File: config.mk
export PLATFORM = sky130hd
export DESIGN_NAME = shifting_pipo
export DESIGN_NICKNAME = d
export VERILOG_FILES = /design/src/rtl/shifting_pipo_pkg.sv /design/src/rtl/shifting_pipo_stage.sv /design/src/rtl/shifting_pipo.sv
export SDC_FILE = /design/constraint.sdc
export NUM_CORES = 1
export LEC_CHECK = 0
export CAP_MARGIN = 20
export CORE_MARGIN = 3
export CORE_UTILIZATION = 43
export DETAILED_ROUTE_END_ITERATION = 10
export GPL_TIMING_DRIVEN = 0
export HOLD_SLACK_MARGIN = 0.1
export PLACE_DENSITY = 0.8
export SLEW_MARGIN = 30
export SYNTH_ARGS = -nofsm -noshare
export SYNTH_HDL_FRONTEND = slang
export SYNTH_SLANG_ARGS = --single-unit
export TNS_END_PERCENT = 30
File: constraint.sdc
create_clock -name clk -period 2.6 [get_ports clk]
set_clock_uncertainty 0.2 [all_clocks]
set_input_delay 0.78 -clock clk [delete_from_list [all_inputs] [get_ports clk]]
set_output_delay 0.78 -clock clk [all_outputs]
set_load 0.005 [all_outputs]
File: src/rtl/shifting_pipo_pkg.sv
// Shared constants and types for the keypad digit shift register.
package shifting_pipo_pkg;

    localparam int DIGIT_W_DEF = 4;
    localparam int DEPTH_DEF   = 4;
    localparam int CNT_W_DEF   = $clog2(DEPTH_DEF + 1);

    typedef logic [DIGIT_W_DEF-1:0] digit_t;

endpackage

File: src/rtl/shifting_pipo_stage.sv
// One digit-wide storage stage of the keypad shift register.
module shifting_pipo_stage
    import shifting_pipo_pkg::*;
#(
    parameter int DIGIT_W = DIGIT_W_DEF
) (
    input  logic               clk,
    input  logic               clr,
    input  logic               ce,
    input  logic [DIGIT_W-1:0] d,
    output logic [DIGIT_W-1:0] q
);

    logic [DIGIT_W-1:0] r_q;

    // clr wins over ce so a cleared lock never captures a stray digit.
    always_ff @(posedge clk) begin
        if (clr) begin
            r_q <= '0;
        end else if (ce) begin
            r_q <= d;
        end
    end

    assign q = r_q;

endmodule

File: src/rtl/shifting_pipo.sv
// Keypad digit shift register: newest digit in LSBs, last DEPTH digits in parallel.
// Define SHIFTING_PIPO_COUNT_EN to add the saturating digit count and full flag.
module shifting_pipo
    import shifting_pipo_pkg::*;
#(
    parameter int DIGIT_W = DIGIT_W_DEF,
    parameter int DEPTH   = DEPTH_DEF
) (
    input  logic                       clk,
    input  logic                       clr,
    input  logic                       ce,
    input  logic [DIGIT_W-1:0]         data_i,
    output logic [DIGIT_W*DEPTH-1:0]   data_o
`ifdef SHIFTING_PIPO_COUNT_EN
    ,
    output logic [$clog2(DEPTH+1)-1:0] count,
    output logic                       full
`endif
);

    logic [DIGIT_W-1:0] w_stage_q [DEPTH];

    // Stage 0 holds the newest digit; each later stage takes its neighbour's value.
    for (genvar k = 0; k < DEPTH; k++) begin : g_stage
        logic [DIGIT_W-1:0] w_d;

        if (k == 0) begin : g_first
            assign w_d = data_i;
        end else begin : g_chain
            assign w_d = w_stage_q[k-1];
        end

        shifting_pipo_stage #(
            .DIGIT_W (DIGIT_W)
        ) u_stage (
            .clk (clk),
            .clr (clr),
            .ce  (ce),
            .d   (w_d),
            .q   (w_stage_q[k])
        );

        assign data_o[k*DIGIT_W +: DIGIT_W] = w_stage_q[k];
    end

`ifdef SHIFTING_PIPO_COUNT_EN
    localparam int CNT_W = $clog2(DEPTH + 1);

    logic [CNT_W-1:0] r_count;
    logic             r_full;

    // full is kept in step with count so it can gate saturation directly.
    always_ff @(posedge clk) begin
        if (clr) begin
            r_count <= '0;
            r_full  <= 1'b0;
        end else if (ce && !r_full) begin
            r_count <= r_count + 1'b1;
            r_full  <= (r_count == CNT_W'(DEPTH - 1));
        end
    end

    assign count = r_count;
    assign full  = r_full;
`endif

endmodule

==> flow_summary.toml, run 1 <==
[outcome]
status = "finished, final reports clean"

[final_layout]
fillers = 102
antenna_cells = 0
largest_reg_flops = 16
syn_to_final_growth_pct = 41.4
layoutNonFillerInstCount = 89
drive_gt1_share_pct = 8.00
nets = 84
fin_area_um2 = 821

[cts]
htree_levels = 1
holdBufCountCts = 0
post_cts_buffers = 0
worstSkewPairLatency_ns = 0.27
cts_buffers = 3
numClockSinks = 16
cts_resized = 0
cts_tree = "done"
clk_pin_slew_ns = 0.08
clockBufferDepth = 2
root_buffer = "clkbuf_4"

[sta]
fmax_ghz = 0.465
maxSlewHeadroom_pct = 82.1
rsz0062_at_grt = "false"
period_minus_slack_ns = 2.15
hold_viol = 0
finalSetupViolCount = 0
final.setup.tns_ns = 0
worst_slew_pin_slew_ns = 0.268
holdWs_ns = 0.297
slew_viol_final = 0
period_share_pct = 82.6

[floorplan]
core_um2 = 1190
die_area_um2 = 1830
rows = 12
io_pins = 23
die_x_um = 42.7
die-height_um = 42.7
initial_core_util_pct = 48.9

[setup_path]
worstPathArrival_ns = 1.17
timing.rr.end = "g_stage[0].u_stage.q[2]$_SDFFE_PP0P_"
critical_path_class = "reg -> out"
cp_cell_sequence = "clkdlybuf4s50_1"
r2r_setup_slack_ns = 1.77
end_kind = "output pin"
worst_path_largest_cell_delay_ns = 0.53
worstSetupStartpointType = "flop"
cp_top_family = "buffers and inverters"
r2r_cells = 2
cp_slowest_cell = "clkdlybuf4s50_1"
cp_num_buf_inv = 1
r2r-start = "g_stage[0].u_stage.q[2]$_SDFFE_PP0P_"
required_ns = 1.62
cp_max_fo = 3

[route]
drc = 0
wl_um = 1030
route.vias.total = 418
routed_via_density = 4.70
wl_per_cell_um = 11.6
drt_iter0_drc = 4
detail_route.first_pass.iterations = 2
ant_nets = 0

[placement]
io_buffers = 20
place_inst = 86
placed_cell_area_um2 = 798
dp_hpwl_um = 763
place.gp.congestion = 0.606

[yosys]
ys_seq_elements = 16
syn_nets = 59
ys_seq_area_share_pct = 55.2
netlist_instances = 52
yosys_warnings = 0
syn_area_per_cell_um2 = 11.2
synthDistinctLibCells = 7
syn_area_um2 = 581

[hold_path]
hold_depth = 2
holdCritPathClass = "reg -> reg"
hold_start = "g_stage[3].u_stage.q[1]$_SDFFE_PP0P_"
whs_endpoint = "g_stage[3].u_stage.q[1]$_SDFFE_PP0P_"

[global_route]
grt_pass1_wl_um = 1750
grt_pass1_vias = 402
grt_max_degree = 11
gr-total-overflow = 0
gr-usage-all-layers_pct = 12.5
antenna_found_initial = 0

[power_and_ir_drop]
leakage_uw = 0.000354
power_density_nw_per_um2 = 522
total_power_uw = 428
peakVddDrop_mv = 0.340

[flow_run]
max_cap_viol_count = 0
cells by family (layout without fill, tap and decap cells):
| group | Yosys count | in the layout | synth area share (%) |
|---|---|---|---|
| buffers and inverters | 4 | 27 | 6.90 |
| flip-flops | 16 | 16 | 55.2 |
| multiplexers | 16 | 16 | 27.6 |
| AND/OR/NAND/NOR | 16 | 16 | 10.3 |
cell usage in the layout (no fill, tap or decap):
| master | netlist | routed |
|---|---|---|
| clkdlybuf4s50_1 | 0 | 20 |
| nor2_1 | 16 | 16 |
| mux2i_1 | 16 | 16 |
| dfxtp_1 | 16 | 16 |
| buf_6 | 1 | 1 |
| clkbuf_4 | 0 | 3 |
| buf_2 | 1 | 1 |
| buf_1 | 1 | 1 |
| buf_12 | 1 | 1 |
Yosys cell counts:
master | n | share of area, %
dfxtp_1 | 16 | 55
buf_1 | 1 | 0.65
buf_6 | 1 | 1.9
mux2i_1 | 16 | 28
buf_12 | 1 | 3.4
nor2_1 | 16 | 10
buf_2 | 1 | 0.86
cell type report:
cell class,count,area (um2),share of cell area (%)
Timing Repair Buffer,20,200,24.4
Buffer,4,40.0,4.88
Tap cell,14,17.5,2.13
Clock buffer,3,22.5,2.74
Sequential cell,16,320,39.0
Multi-Input combinational cell,32,220,26.8
power breakdown:
group / internal (uW) / switching, uW
registers: 252 / 5.09
logic: 31.6 / 18.6
clock network: 53.6 / 67.3
total: 337 / 90.9
routing by layer:
layer | part of all wire [%] | routed length [um] | GRT usage, % | vias up
li1 | - | - | - | 217
met1 | 46 | 476 | 16.1 | 183
met2 | 45 | 462 | 19.2 | 16
met3 | 8.1 | 83 | 3.39 | 2
met4 | 0.87 | 9 | 5.59 | 0
met5 | 0 | 0 | 0 | -
metrics by stage:
step                setup slack [ns]  util [%]
global route                   0.406      69.2
CTS                            0.439      69.2
detailed placement             0.745      67.3
floorplan                       1.04         -
finish                         0.451      69.2
global placement               0.770      67.3
how the worst max path moves through the flow:
stage	startpoint	endpoint	slack, ns	depth (start not counted)
2_1_floorplan	ce	g_stage[0].u_stage.q[3]$_SDFFE_PP0P_	1.04	4
5_1_grt	g_stage[0].u_stage.q[0]$_SDFFE_PP0P_	data_o[0]	0.41	1
4_1_cts	g_stage[1].u_stage.q[2]$_SDFFE_PP0P_	data_o[6]	0.44	1
3_5_place_dp	g_stage[1].u_stage.q[2]$_SDFFE_PP0P_	data_o[6]	0.74	1
3_3_place_gp	g_stage[1].u_stage.q[2]$_SDFFE_PP0P_	data_o[6]	0.77	1
6_report	g_stage[1].u_stage.q[2]$_SDFFE_PP0P_	data_o[6]	0.45	1
No activity file was read; power rests on OpenSTA's default activity.
==> run 2, diff against run 1 <==
--- a/config.mk
+++ b/config.mk
@@ -7,11 +7,11 @@
 export LEC_CHECK = 0
 export CAP_MARGIN = 20
 export CORE_MARGIN = 3
-export CORE_UTILIZATION = 43
+export CORE_UTILIZATION = 40
 export DETAILED_ROUTE_END_ITERATION = 10
 export GPL_TIMING_DRIVEN = 0
 export HOLD_SLACK_MARGIN = 0.1
-export PLACE_DENSITY = 0.8
+export PLACE_DENSITY = 0.76
 export SLEW_MARGIN = 30
 export SYNTH_ARGS = -nofsm -noshare
 export SYNTH_HDL_FRONTEND = slang
==> constraint.sdc (replaced) <==
create_clock -name clk -period 2.2 [get_ports clk]
set_clock_uncertainty 0.2 [all_clocks]
set_input_delay 0.66 -clock clk [delete_from_list [all_inputs] [get_ports clk]]
set_output_delay 0.66 -clock clk [all_outputs]
set_load 0.005 [all_outputs]
==> flow_summary.toml, run 2 (synthesized netlist as in run 1, its figures left out) <==
[placement]
placed_cell_area_um2 = 800
io_buffers = 20
pre_cts_slack_ns = 0.486
place.gp.congestion = 0.661
dp_hpwl_um = 761
place_inst = 87

[final_layout]
syn_to_final_growth_pct = 44.0
largest_reg_flops = 16
nets = 84
drive_gt1_share_pct = 9.21
seq_area_um2 = 320
multi_input_area_um2 = 220
antenna_cells = 0
fillers = 118
fin_area_um2 = 836
final_cell_mix = "clkdlybuf4s50_1, mux2i_1, nor2_1, dfxtp_1, clkbuf_4"
final_common_cell = "clkdlybuf4s50_1"
layoutNonFillerInstCount = 91

[route]
detail_route.first_pass.iterations = 2
route.vias.total = 420
routed_via_density = 4.62
wl_per_cell_um = 10.9
wl_um = 991
drc = 0
ant_nets = 0
drt_iter0_drc = 2

[cts]
cts_tree = "done"
numClockSinks = 16
cts_buffers = 3
cts_resized = 0
holdBufCountCts = 0
htree_levels = 1
root_buffer = "clkbuf_4"
clockBufferDepth = 2
clk_pin_slew_ns = 0.08
post_cts_buffers = 0
worstSkewPairLatency_ns = 0.28

[sta]
holdWs_ns = 0.298
slew_viol_final = 0
hold_viol = 0
fmax_ghz = 0.495
setup_slack_ns = 0.181
period_minus_slack_ns = 2.02
maxSlewHeadroom_pct = 82.4
final.setup.tns_ns = 0
rsz0062_at_grt = "false"
period_share_pct = 91.8
finalSetupViolCount = 0
worst_slew_pin_slew_ns = 0.264

[setup_path]
cp_cell_sequence = "clkdlybuf4s50_1"
required_ns = 1.34
critical_path_class = "reg -> out"
r2r_setup_slack_ns = 1.37
cp_max_fo = 3
timing.rr.end = "g_stage[3].u_stage.q[3]$_SDFFE_PP0P_"
worstSetupStartpointType = "flop"
r2r_cells = 2
r2r-start = "g_stage[2].u_stage.q[3]$_SDFFE_PP0P_"
cp_slowest_cell = "clkdlybuf4s50_1"
end_kind = "output pin"
worst_path_largest_cell_delay_ns = 0.52
worstPathArrival_ns = 1.16
cp_top_family = "buffers and inverters"
cp_num_buf_inv = 1

[floorplan]
initial_core_util_pct = 43.5
rows = 13
core_um2 = 1330
io_pins = 23
die_x_um = 44.1
die_area_um2 = 1940
die-height_um = 44.1

[power_and_ir_drop]
power_density_nw_per_um2 = 657
peakVddDrop_mv = 0.489
leakage_uw = 0.000361

[hold_path]
hold_start = "g_stage[3].u_stage.q[0]$_SDFFE_PP0P_"
whs_endpoint = "g_stage[3].u_stage.q[0]$_SDFFE_PP0P_"
hold_depth = 2
holdCritPathClass = "reg -> reg"

[outcome]
status = "finished, final reports clean"

[global_route]
gr-total-overflow = 0
grt_pass1_wl_um = 1680
grt_pass1_vias = 397
gr-usage-all-layers_pct = 12.2
antenna_found_initial = 0
grt_max_degree = 11

[flow_run]
max_cap_viol_count = 0
## run 2: cell type report
| cell class | instances | area share [%] |
|---|---|---|
| flip-flops and latches | 16 | 38.3 |
| multi-input cells | 32 | 26.3 |
| repair buffers | 20 | 24.0 |
| plain buffers | 4 | 4.79 |
| clock buffers | 4 | 4.34 |
| well taps | 15 | 2.25 |
## run 2: where the power goes
group | switching, uW | internal, uW | leakage [uW]
Sequential | 5.79 | 298 | 0.000130
Combinational | 21.5 | 37.4 | 0.000210
Clock | 85.6 | 101 | 0.0000210
## run 2: metal layers
layer	track usage (%)	vias up	routed length [um]
met2	20.1	11	511
met4	5.42	0	22
met1	12.9	187	397
met3	6.10	4	60
met5	0	-	0
li1	-	218	-
## run 2: worst max-delay path by stage
| stage | endpoint | cells after the start | start |
|---|---|---|---|
| floorplan | g_stage[0].u_stage.q[3]$_SDFFE_PP0P_ | 4 | ce |
| global placement | data_o[0] | 1 | g_stage[0].u_stage.q[0]$_SDFFE_PP0P_ |
| detailed placement | data_o[5] | 1 | g_stage[1].u_stage.q[1]$_SDFFE_PP0P_ |
| CTS | data_o[0] | 1 | g_stage[0].u_stage.q[0]$_SDFFE_PP0P_ |
| global route | data_o[5] | 1 | g_stage[1].u_stage.q[1]$_SDFFE_PP0P_ |
| finish | data_o[5] | 1 | g_stage[1].u_stage.q[1]$_SDFFE_PP0P_ |
## run 2: through the flow
step | total power [uW] | utilization, %
after floorplan | 342 | -
after global placement | 370 | 59.9
after detailed placement | 371 | 59.9
after CTS | 558 | 62.7
after global routing | 580 | 62.7
final | 549 | 62.7
## run 2: worst reg2reg max path, delay by kind of cell, from the launching register on
family           cells  cell delay (ns)
DFF                  1             0.33
muxes                1             0.15
and+or+nand+nor      1             0.05
